<file path="config.mk">
export PLATFORM = sky130hd
export DESIGN_NAME = thr_to_pry_pipe
export DESIGN_NICKNAME = d
export VERILOG_FILES = /design/src/rtl/thr_to_pry_pipe.sv
export SDC_FILE = /design/constraint.sdc
export NUM_CORES = 1
export LEC_CHECK = 0
export BUFFER_PORTS_ARGS = -buffer_cell sky130_fd_sc_hd__buf_2
export CORE_MARGIN = 5
export CORE_UTILIZATION = 47
export CTS_CLUSTER_SIZE = 10
export DETAILED_ROUTE_END_ITERATION = 10
export PLACE_DENSITY = 0.71
export REMOVE_ABC_BUFFERS = 1
export SYNTH_ARGS = -nofsm -noshare
export SYNTH_HDL_FRONTEND = slang
export SYNTH_SLANG_ARGS = --single-unit
</file>
<file path="constraint.sdc">
create_clock -name clk -period 2.04 [get_ports clk]
set_clock_uncertainty 0.1 [all_clocks]
set_input_delay 0.306 -clock clk [delete_from_list [all_inputs] [get_ports clk]]
set_output_delay 0.306 -clock clk [all_outputs]
set_load 0.02 [all_outputs]
</file>
<file path="src/rtl/thr_to_pry_pipe.sv">
// -----------------------------------------------------------------------------
// thr_to_pry_pipe
//
// Streaming thermometer-to-priority decoder: the inverse of a
// priority-to-thermometer conversion. A thermometer code arrives on a
// valid/ready input stream. Three results leave on a valid/ready output
// stream after two registered stages with full backpressure:
//   - a one-hot vector of the lowest set bit,
//   - the binary index of that bit,
//   - a legality flag.
// A saturating debug counter tracks how many illegal (non-monotonic) codes
// were accepted.
//
// A legal code is all zeros, or a contiguous run of ones from some bit k up
// to bit WIDTH-1. Illegal codes still decode to their lowest set bit, with
// err raised.
//
// Ports:
//   clk      in   clock, rising edge
//   rst      in   asynchronous active-high reset
//   thr_vld  in   input valid
//   thr_rdy  out  input ready (depends only on pry_rdy and internal valids)
//   thr      in   [WIDTH-1:0] thermometer code
//   pry_vld  out  output valid
//   pry_rdy  in   output ready
//   pry      out  [WIDTH-1:0] one-hot of the lowest set bit of thr (0 if none)
//   idx      out  [IDX_W-1:0] binary index of that bit (0 if none)
//   any      out  |thr
//   err      out  thr was not a legal thermometer code
//   err_cnt  out  [CNT_W-1:0] saturating count of accepted illegal codes
//   err_clr  in   synchronous clear of err_cnt (wins over an increment)
// -----------------------------------------------------------------------------
module thr_to_pry_pipe #(
  parameter int WIDTH = 8,
  parameter int IDX_W = $clog2(WIDTH),
  parameter int CNT_W = 8
) (
  input  logic             clk,
  input  logic             rst,
  input  logic             thr_vld,
  output logic             thr_rdy,
  input  logic [WIDTH-1:0] thr,
  output logic             pry_vld,
  input  logic             pry_rdy,
  output logic [WIDTH-1:0] pry,
  output logic [IDX_W-1:0] idx,
  output logic             any,
  output logic             err,
  output logic [CNT_W-1:0] err_cnt,
  input  logic             err_clr
);

  // Stage 1 state
  logic             s1_vld_reg;
  logic [WIDTH-1:0] p1_reg;
  logic             any1_reg;
  logic             err1_reg;

  // Stage 2 state (drives the outputs directly)
  logic             s2_vld_reg;
  logic [WIDTH-1:0] pry_reg;
  logic [IDX_W-1:0] idx_reg;
  logic             any_reg;
  logic             err_reg;

  logic [CNT_W-1:0] err_cnt_reg;

  // Handshake: a stage can take new data when it is empty or when its
  // contents leave in the same cycle.
  logic s1_rdy;
  logic s2_rdy;
  logic in_xfer;

  assign s2_rdy  = ~s2_vld_reg | pry_rdy;
  assign s1_rdy  = ~s1_vld_reg | s2_rdy;
  assign thr_rdy = s1_rdy;
  assign in_xfer = thr_vld & s1_rdy;

  // Stage 1 combinational decode of the incoming code.
  logic [WIDTH-1:0] p1_next;
  logic             err1_next;
  logic [WIDTH-2:0] fall_bits;

  // Two's-complement trick isolates the lowest set bit (0 stays 0).
  assign p1_next = thr & (~thr + WIDTH'(1));

  // A falling edge going upward (1 at bit i, 0 at bit i+1) breaks the
  // contiguous run of ones that must reach the MSB.
  for (genvar gi = 0; gi < WIDTH - 1; gi++) begin : g_fall
    assign fall_bits[gi] = thr[gi] & ~thr[gi + 1];
  end

  assign err1_next = |fall_bits;

  // Stage 2 binary encode. p1_reg is one-hot or zero, so OR-ing the
  // indices of the set bits yields the index (or 0).
  logic [IDX_W-1:0] idx_next;

  always_comb begin
    idx_next = '0;
    for (int i = 0; i < WIDTH; i++) begin
      if (p1_reg[i]) begin
        idx_next = idx_next | IDX_W'(i);
      end
    end
  end

  // Stage 1 registers
  always_ff @(posedge clk or posedge rst) begin
    if (rst) begin
      s1_vld_reg <= 1'b0;
      p1_reg     <= '0;
      any1_reg   <= 1'b0;
      err1_reg   <= 1'b0;
    end else if (s1_rdy) begin
      s1_vld_reg <= thr_vld;
      if (thr_vld) begin
        p1_reg   <= p1_next;
        any1_reg <= |thr;
        err1_reg <= err1_next;
      end
    end
  end

  // Stage 2 registers. When S1 is empty and S2 drains, valid drops so the
  // old result is never presented twice; the data simply stays put.
  always_ff @(posedge clk or posedge rst) begin
    if (rst) begin
      s2_vld_reg <= 1'b0;
      pry_reg    <= '0;
      idx_reg    <= '0;
      any_reg    <= 1'b0;
      err_reg    <= 1'b0;
    end else if (s2_rdy) begin
      s2_vld_reg <= s1_vld_reg;
      if (s1_vld_reg) begin
        pry_reg <= p1_reg;
        idx_reg <= idx_next;
        any_reg <= any1_reg;
        err_reg <= err1_reg;
      end
    end
  end

  // Illegal-code counter: counts at acceptance time, saturates at all-ones,
  // and a clear overrides a coincident increment.
  always_ff @(posedge clk or posedge rst) begin
    if (rst) begin
      err_cnt_reg <= '0;
    end else if (err_clr) begin
      err_cnt_reg <= '0;
    end else if (in_xfer && err1_next && (err_cnt_reg != {CNT_W{1'b1}})) begin
      err_cnt_reg <= err_cnt_reg + CNT_W'(1);
    end
  end

  assign pry_vld = s2_vld_reg;
  assign pry     = pry_reg;
  assign idx     = idx_reg;
  assign any     = any_reg;
  assign err     = err_reg;
  assign err_cnt = err_cnt_reg;

endmodule

</file>
# --- Yosys cells after proc, flatten, opt, wreduce, memory -nomap -nowiden ---
# Cells that the tools add are included.
word_totals:
  register_bits: 33
  elab_cells: 50
classes:
  add_sub_neg: 2
  n_reduce_logical: 7
  n_mux: 9
  n_bitwise: 21
  n_eq_ne: 1
ops:
  columns: ["operator", "count"]
  rows:
  - ["$add A8 B1 Y8 const B", 2]
  - ["$mux W8", 2]
  - ["$mux W3", 4]
  - ["$not A1 Y1", 9]
  - ["$and A1 B1 Y1", 8]
  - ["$and A8 B8 Y8", 1]
  - ["$ne A8 B8 Y1 const B", 1]
  - ["$not A8 Y8", 1]
  - ["$reduce_or A8 Y1", 1]
  - ["$reduce_or A7 Y1", 1]
  - ["$mux W2", 2]
  - ["$reduce_and A2 Y1", 2]
  - ["$logic_and A1 B1 Y1", 2]
  - ["$or A1 B1 Y1", 2]
  - ["$reduce_bool A2 Y1", 1]
  - ["$mux W1", 1]

# --- Longest topological paths before layout ---
# Gate-level depths: netlist of the first run.
logic_depth:
  word_depth: 8
  mapped_depth: 6

# --- Worst setup path after synthesis of the first run ---
# Ideal clock, no wire load.
synth_path:
  path_type: "reg-to-reg"
  from: "register err_cnt_reg[0] (netlist: err_cnt[0])"
  to: "register err_cnt_reg[7] (netlist: err_cnt[7])"
  setup_slack_ns: 0.115
  required_time_ns: 1.862
  arrival_time_ns: 1.747
  n_path_buf: 0
  setup_time_ns: 0.078
  path_stages_with_launch: 7
  cell_sequence: "dfrtp_1 ha_1 nand3_2 o211a_4 nand4_4 or4_1 a21oi_1"
synth_between:
  elab_chain_len: 3
  word_cells_on_any_way: 6
  classes_between: "1 x add/sub; 1 x eq/ne; 2 x mux; 2 x reduce/logical"
synth_lines:
  columns: ["item", "line", "rtl"]
  rows:
  - ["start: declaration", "66", "logic [CNT_W-1:0] err_cnt_reg;"]
  - ["start signal: assignment", "153", "err_cnt_reg <= err_cnt_reg + CNT_W'(1);"]
  - ["$add A8 B1 Y8 / $ne A8 B8 Y1 (equally long branches)", "153, 152", null]
  - ["$mux W8 / $logic_and A1 B1 Y1 (equally long branches)", "152", "end else if (in_xfer && err1_next && (err_cnt_reg != {CNT_W{1'b1}})) begin"]
  - ["$mux W8 / $reduce_bool A2 Y1 (equally long branches)", null, null]
# Several ways; a longest one is shown, not always the timed one. The select of a mux whose other input is x is not followed.
# A chain may end at the register's enable or synchronous reset.

# --- Final worst setup path of the first run ---
layout_path:
  from: "register err_cnt_reg[1] (netlist: err_cnt[1])"
  to: "register err_cnt_reg[7] (netlist: err_cnt[7])"
# The elaborated chain is that of the path after synthesis.

==> results.yml, run 1 <==
status:
  outcome: "finished, final reports clean"
die:
  row_count: 20
  fp.dieArea_mm2: 0.00451
  start_util_pct: 49.5
  boundaryPins: 36
  die_w_um: 67.2
  dieHeight_um: 67.2
  placeableCoreArea_mm2: 0.00310
worst_setup_path:
  crit_path_top_delay_cell: "or4_1"
  crit_type: "reg2reg"
  worstPathArrival_ns: 2.07
  crit_fanout: 6
  cp_top_family: "simple AND/OR/NAND/NOR gates"
  path_cells: "ha_1, nand3_2, o211a_4, nand4_4, or4_1, a21oi_1"
  endpoint_kind: "flop"
  critPathLaunchType: "flop"
  path_buf_inv: 0
  cp_data_required_time_ns: 2.22
  crit_path_max_incr_delay_ns: 0.48
synth:
  synth_ff_type: "dfrtp_1"
  avgSynthCellArea_um2: 11.3
  synth_cell_types: 37
  synthesis.area_mm2: 0.00154
  yosysSeqAreaShare_pct: 53.8
  async_flop_share_pct: 100
  synth_edf_count: 0
  synth_seq_cells: 33
  synthCells: 136
  yosysWarningCount: 0
placed_design:
  dp_hpwl_um: 2300
  io_buffers: 35
  postPlaceCellArea_mm2: 0.00179
  place_congestion: 0.784
  dp_slack_ns: 0.152
drt:
  first_pass_iters: 4
  wirelength_um: 3170
  routedWlPerCell_um: 14.1
  ant_nets: 0
  met1_length_um: 1430
  drcViolationCount: 0
  vias: 1176
  wl_met2_um: 1530
  highest_layer: "met4"
  drtIter0Drc: 54
  dr_wl_met3_um: 156
  vias_per_cell: 5.23
clock_network:
  cts_tree: "yes"
  post_cts_resized: 0
  cts-buffers-inserted: 5
  clk_latency_ns: 0.34
  hold_buffers: 1
  post-cts-setup-buffer-count: 0
  root_buffer: "clkbuf_4"
  cts.sinks: 33
  cts.htree.levels: 2
  cts_max_path_buffers: 2
  clk_transition_reported_paths_ns: 0.10
global_route:
  antenna_found_initial: 0
  grt_max_degree: 34
  grt_pass1_vias: 1169
  grtUsageTotal_pct: 16.7
  globalRoute.totalOverflow: 0
  grt_first_pass_wirelength_um: 5520
cells_and_area:
  final_common_cell: "buf_2"
  diodes: 0
  final_core_util_pct: 59.7
  fill_cells: 293
  areaGrowthSynthToFinish_pct: 20.7
  nNetsFinal: 194
  drive_gt1_share_pct: 38.1
  final_cell_mix: "35 x buf_2, 33 x dfrtp_1, 16 x nand2_1, 12 x mux2_2, 12 x o21ai_0"
  final_area_mm2: 0.00185
pwr:
  peakVddDrop_uv: 513
  power.density_mw_per_mm2: 712
  power_leakage_nw: 0.883
sta:
  relSlewSlack_pct: 65.7
  fin_crit_ns: 1.89
  setup_viol: 0
  rsz0062_at_grt: "no"
  max_slew.worst_pin.slew_ns: 0.513
  finalSetupTns_ns: 0
  finalCritPeriodShare_pct: 92.9
  report.final.hold_viol_count: 0
  timing.fmax_mhz: 528
  maxSlewViolCount: 0
  timing.final.ws_setup_ns: 0.146
min_path:
  worstHoldPathType: "in2reg"
flow_run:
  max-cap-violations: 0
-- final cells by class --
type | count | area [um2] | area share, %
Sequential cell | 33 | 826 | 44.6
Multi-Input combinational cell | 97 | 678 | 36.6
Timing Repair Buffer | 41 | 235 | 12.7
Tap cell | 44 | 55.1 | 2.97
Clock buffer | 6 | 41.3 | 2.23
Clock inverter | 2 | 10.0 | 0.540
Inverter | 2 | 7.51 | 0.405
-- metal layers --
metal | global-route usage, % | vias up
met2 | 26.6 | 20
met4 | 6.08 | 0
met5 | 0 | -
met1 | 20.6 | 571
met3 | 6.32 | 5
li1 | - | 580
-- per-stage QoR --
step	total power [mW]	std cells	hold WS, ns
after global placement	0.972	216	0.306
after CTS	1.33	225	0.105
after global routing	1.40	225	0.0975
after floorplan	0.885	132	0.269
after detailed placement	0.981	216	0.314
final	1.32	225	0.119
-- power breakdown --
| part | switching (mW) | total (mW) | internal, mW |
|---|---|---|---|
| combinational | 0.139 | 0.238 | 0.0985 |
| sequential | 0.0280 | 0.728 | 0.700 |
| clock | 0.222 | 0.353 | 0.131 |
| total | 0.390 | 1.32 | 0.929 |
-- logic make-up after synthesis --
logic type / after synthesis / synth area share (%)
AND/OR/NAND/NOR: 56 / 22.0
flip-flops: 33 / 53.8
AO/OA/AOI/OAI: 27 / 11.9
multiplexers: 13 / 9.45
buffers and inverters: 6 / 2.04
adder cells (fa/ha/maj): 1 / 0.815
-- worst paths after layout --
kind                                 start    endpoint  slack (ns)  depth (start not counted)
worst min register to register      idx[2]      idx[2]        0.38                          2
worst min-delay path                thr[7]    any1_reg        0.12                          2
min in group asynchronous              rst  err_cnt[5]        0.47                          4
max in group asynchronous              rst   p1_reg[7]        1.06                          4
worst max register to register  err_cnt[1]  err_cnt[7]        0.15                          6
worst max-delay path            err_cnt[1]  err_cnt[7]        0.15                          6
-- cells in the mapped netlist (all sizes together) (2+ instances only) --
library cell,instances,area (um2)
nor3,2,10.0
dfrtp,33,826
nor4,4,25.0
and2,2,15.0
nor2,5,18.8
o21ai,13,68.8
a22o,2,17.5
nand3b,2,27.5
inv,2,7.51
buf,2,16.3
nor2b,4,27.5
nand4,4,40.0
clkbuf,2,7.51
nand2b,8,50.1
a21oi,5,25.0
mux2,12,135
or4,2,15.0
or3,2,12.5
nand3,2,15.0
nand2,16,60.1
o31ai,3,22.5
No activity file was read; power rests on OpenSTA's default activity.
==> inputs of run 2 (changes only) <==
--- a/config.mk
+++ b/config.mk
@@ -7,11 +7,11 @@
 export LEC_CHECK = 0
 export BUFFER_PORTS_ARGS = -buffer_cell sky130_fd_sc_hd__buf_2
 export CORE_MARGIN = 5
-export CORE_UTILIZATION = 47
+export CORE_UTILIZATION = 38
 export CTS_CLUSTER_SIZE = 10
 export DETAILED_ROUTE_END_ITERATION = 10
-export PLACE_DENSITY = 0.71
 export REMOVE_ABC_BUFFERS = 1
 export SYNTH_ARGS = -nofsm -noshare
 export SYNTH_HDL_FRONTEND = slang
 export SYNTH_SLANG_ARGS = --single-unit
+export TNS_END_PERCENT = 5
==> run 2 against run 1 <==
Against the previous run: the flow now finishes with violations (negative hold slack); register-to-register slack worse by 0.06 ns; largest power group unchanged; total power rose by 20%; routed wire length increased by 4.2%; final cell count up 1.8%; clock power up 78%; combinational power is 5% lower; die area up 20%; sequential cell count did not move; critical path type unchanged; core utilization down 12 points; sequential share of layout area is 0.96 points lower; clock-buffer cell count grew 1; final area increased by 2.4%.
==> results.yml, run 2 (synthesized netlist as in run 1, its figures left out) <==
status:
  outcome: "complete, but fails checks"
  violations: "negative hold slack"
sta:
  timing.final.ws_setup_ns: 0.0873
  finalCritPeriodShare_pct: 95.7
  setup_viol: 0
  report.final.hold_viol_count: 3
  max_slew.worst_pin.slew_ns: 0.420
  rsz0062_at_grt: "no"
  finalSetupTns_ns: 0
  maxSlewViolCount: 0
  fin_crit_ns: 1.95
  holdWs_ns: -0.00543
  timing.fmax_mhz: 512
  relSlewSlack_pct: 72.0
die:
  start_util_pct: 38.7
  boundaryPins: 36
  row_count: 23
  placeableCoreArea_mm2: 0.00397
  dieHeight_um: 73.6
  die_w_um: 73.6
  fp.dieArea_mm2: 0.00541
drt:
  vias_per_cell: 5.15
  ant_nets: 0
  first_pass_iters: 4
  wirelength_um: 3300
  routedWlPerCell_um: 14.4
  vias: 1179
  drcViolationCount: 0
  drtIter0Drc: 38
worst_setup_path:
  crit_path_top_delay_cell: "or4_1"
  path_cells: "ha_1, nand3_2, o211a_4, nand4_4, or4_1, a21oi_1"
  cp_top_family: "simple AND/OR/NAND/NOR gates"
  path_buf_inv: 0
  worstPathArrival_ns: 2.06
  crit_path_max_incr_delay_ns: 0.50
  cp_data_required_time_ns: 2.15
  critPathLaunchType: "flop"
  r2r-start: "err_cnt[0]"
  crit_type: "reg2reg"
  worstSetupStartpoint: "err_cnt[0]"
  crit_fanout: 6
  endpoint_kind: "flop"
cells_and_area:
  final_area_mm2: 0.00190
  final_cell_mix: "35 x buf_2, 32 x dfrtp_1, 16 x nand2_1, 12 x mux2_2, 12 x o21ai_0"
  final_common_cell: "buf_2"
  diodes: 0
  nNetsFinal: 192
  areaGrowthSynthToFinish_pct: 23.6
  final_core_util_pct: 47.8
  drive_gt1_share_pct: 38.5
clock_network:
  cts-buffers-inserted: 5
  clk_transition_reported_paths_ns: 0.07
  root_buffer: "clkbuf_8"
  cts_tree: "yes"
  cts.sinks: 33
  hold_buffers: 0
  cts.htree.levels: 2
  clk_latency_ns: 0.28
  cts_max_path_buffers: 2
placed_design:
  dp_slack_ns: 0.0958
  dp_hpwl_um: 2460
  postPlaceCellArea_mm2: 0.00178
  io_buffers: 35
  place_congestion: 0.822
flow_run:
  max-cap-violations: 0
global_route:
  grt_first_pass_wirelength_um: 5590
  grtUsageTotal_pct: 13.6
  grt_pass1_vias: 1232
  antenna_found_initial: 0
  grt_max_degree: 34
  globalRoute.totalOverflow: 0
pwr:
  power_leakage_nw: 0.896
  peakVddDrop_uv: 328
  power.density_mw_per_mm2: 837
min_path:
  worstHoldPathType: "in2async"
[run 2: changes by cell type in the layout (fill, tap and decap cells not counted)]
cell | previous run | this run
bufinv_16 | 0 | 1
dfrtp_2 | 0 | 1
clkbuf_4 | 5 | 0
clkbuf_8 | 0 | 6
dfrtp_1 | 33 | 32
dlygate4sd3_1 | 1 | 0
clkinv_2 | 2 | 0
buf_12 | 1 | 0
[run 2: layer usage]
metal  part of all wire, %  track usage (%)  up-vias
met4                   1.4             6.64        0
li1                      -                -      571
met3                   8.1             3.56        5
met2                    48             22.7       47
met1                    42             16.1      556
met5                     0                0        -
[run 2: cell type report]
class,instances,area (um2)
Clock inverter,1,30.0
Multi-Input combinational cell,97,678
Clock buffer,7,86.3
Timing Repair Buffer,39,205
Sequential cell,33,827
Tap cell,50,62.6
Inverter,2,7.51
Fill cell,378,2070
[run 2: path summary, 6_finish.rpt]
check | slack [ns] | end | depth (start not counted)
max in group asynchronous | 1.53 | err_cnt[0] | 3
worst max register to register | 0.09 | err_cnt[7] | 6
worst min register to register | 0.38 | idx[1] | 2
worst min-delay path | -0.005 | pry[2] | 3
min in group clk | 0.17 | p1_reg[6] | 2
worst max-delay path | 0.09 | err_cnt[7] | 6
[run 2: worst min-delay path: stages]
cell	delay, ns
buf_2	0.09
inv_1	0.04
buf_4	0.36
[run 2: power by group]
group | total (mW) | internal (mW) | switching [mW]
Clock | 0.629 | 0.398 | 0.231
Combinational | 0.227 | 0.0928 | 0.135
Sequential | 0.732 | 0.701 | 0.0303
[run 2: through the flow]
step,total power [mW],std cells
after floorplan,0.885,132
after global placement,0.969,221
after detailed placement,0.976,221
after CTS,1.61,229
after global routing,1.66,229
final,1.59,229
[run 2: timing repair]
action,in CTS,in global routing
gates resized for setup,0,1
setup buffers,0,0
setup endpoints to repair,0,2
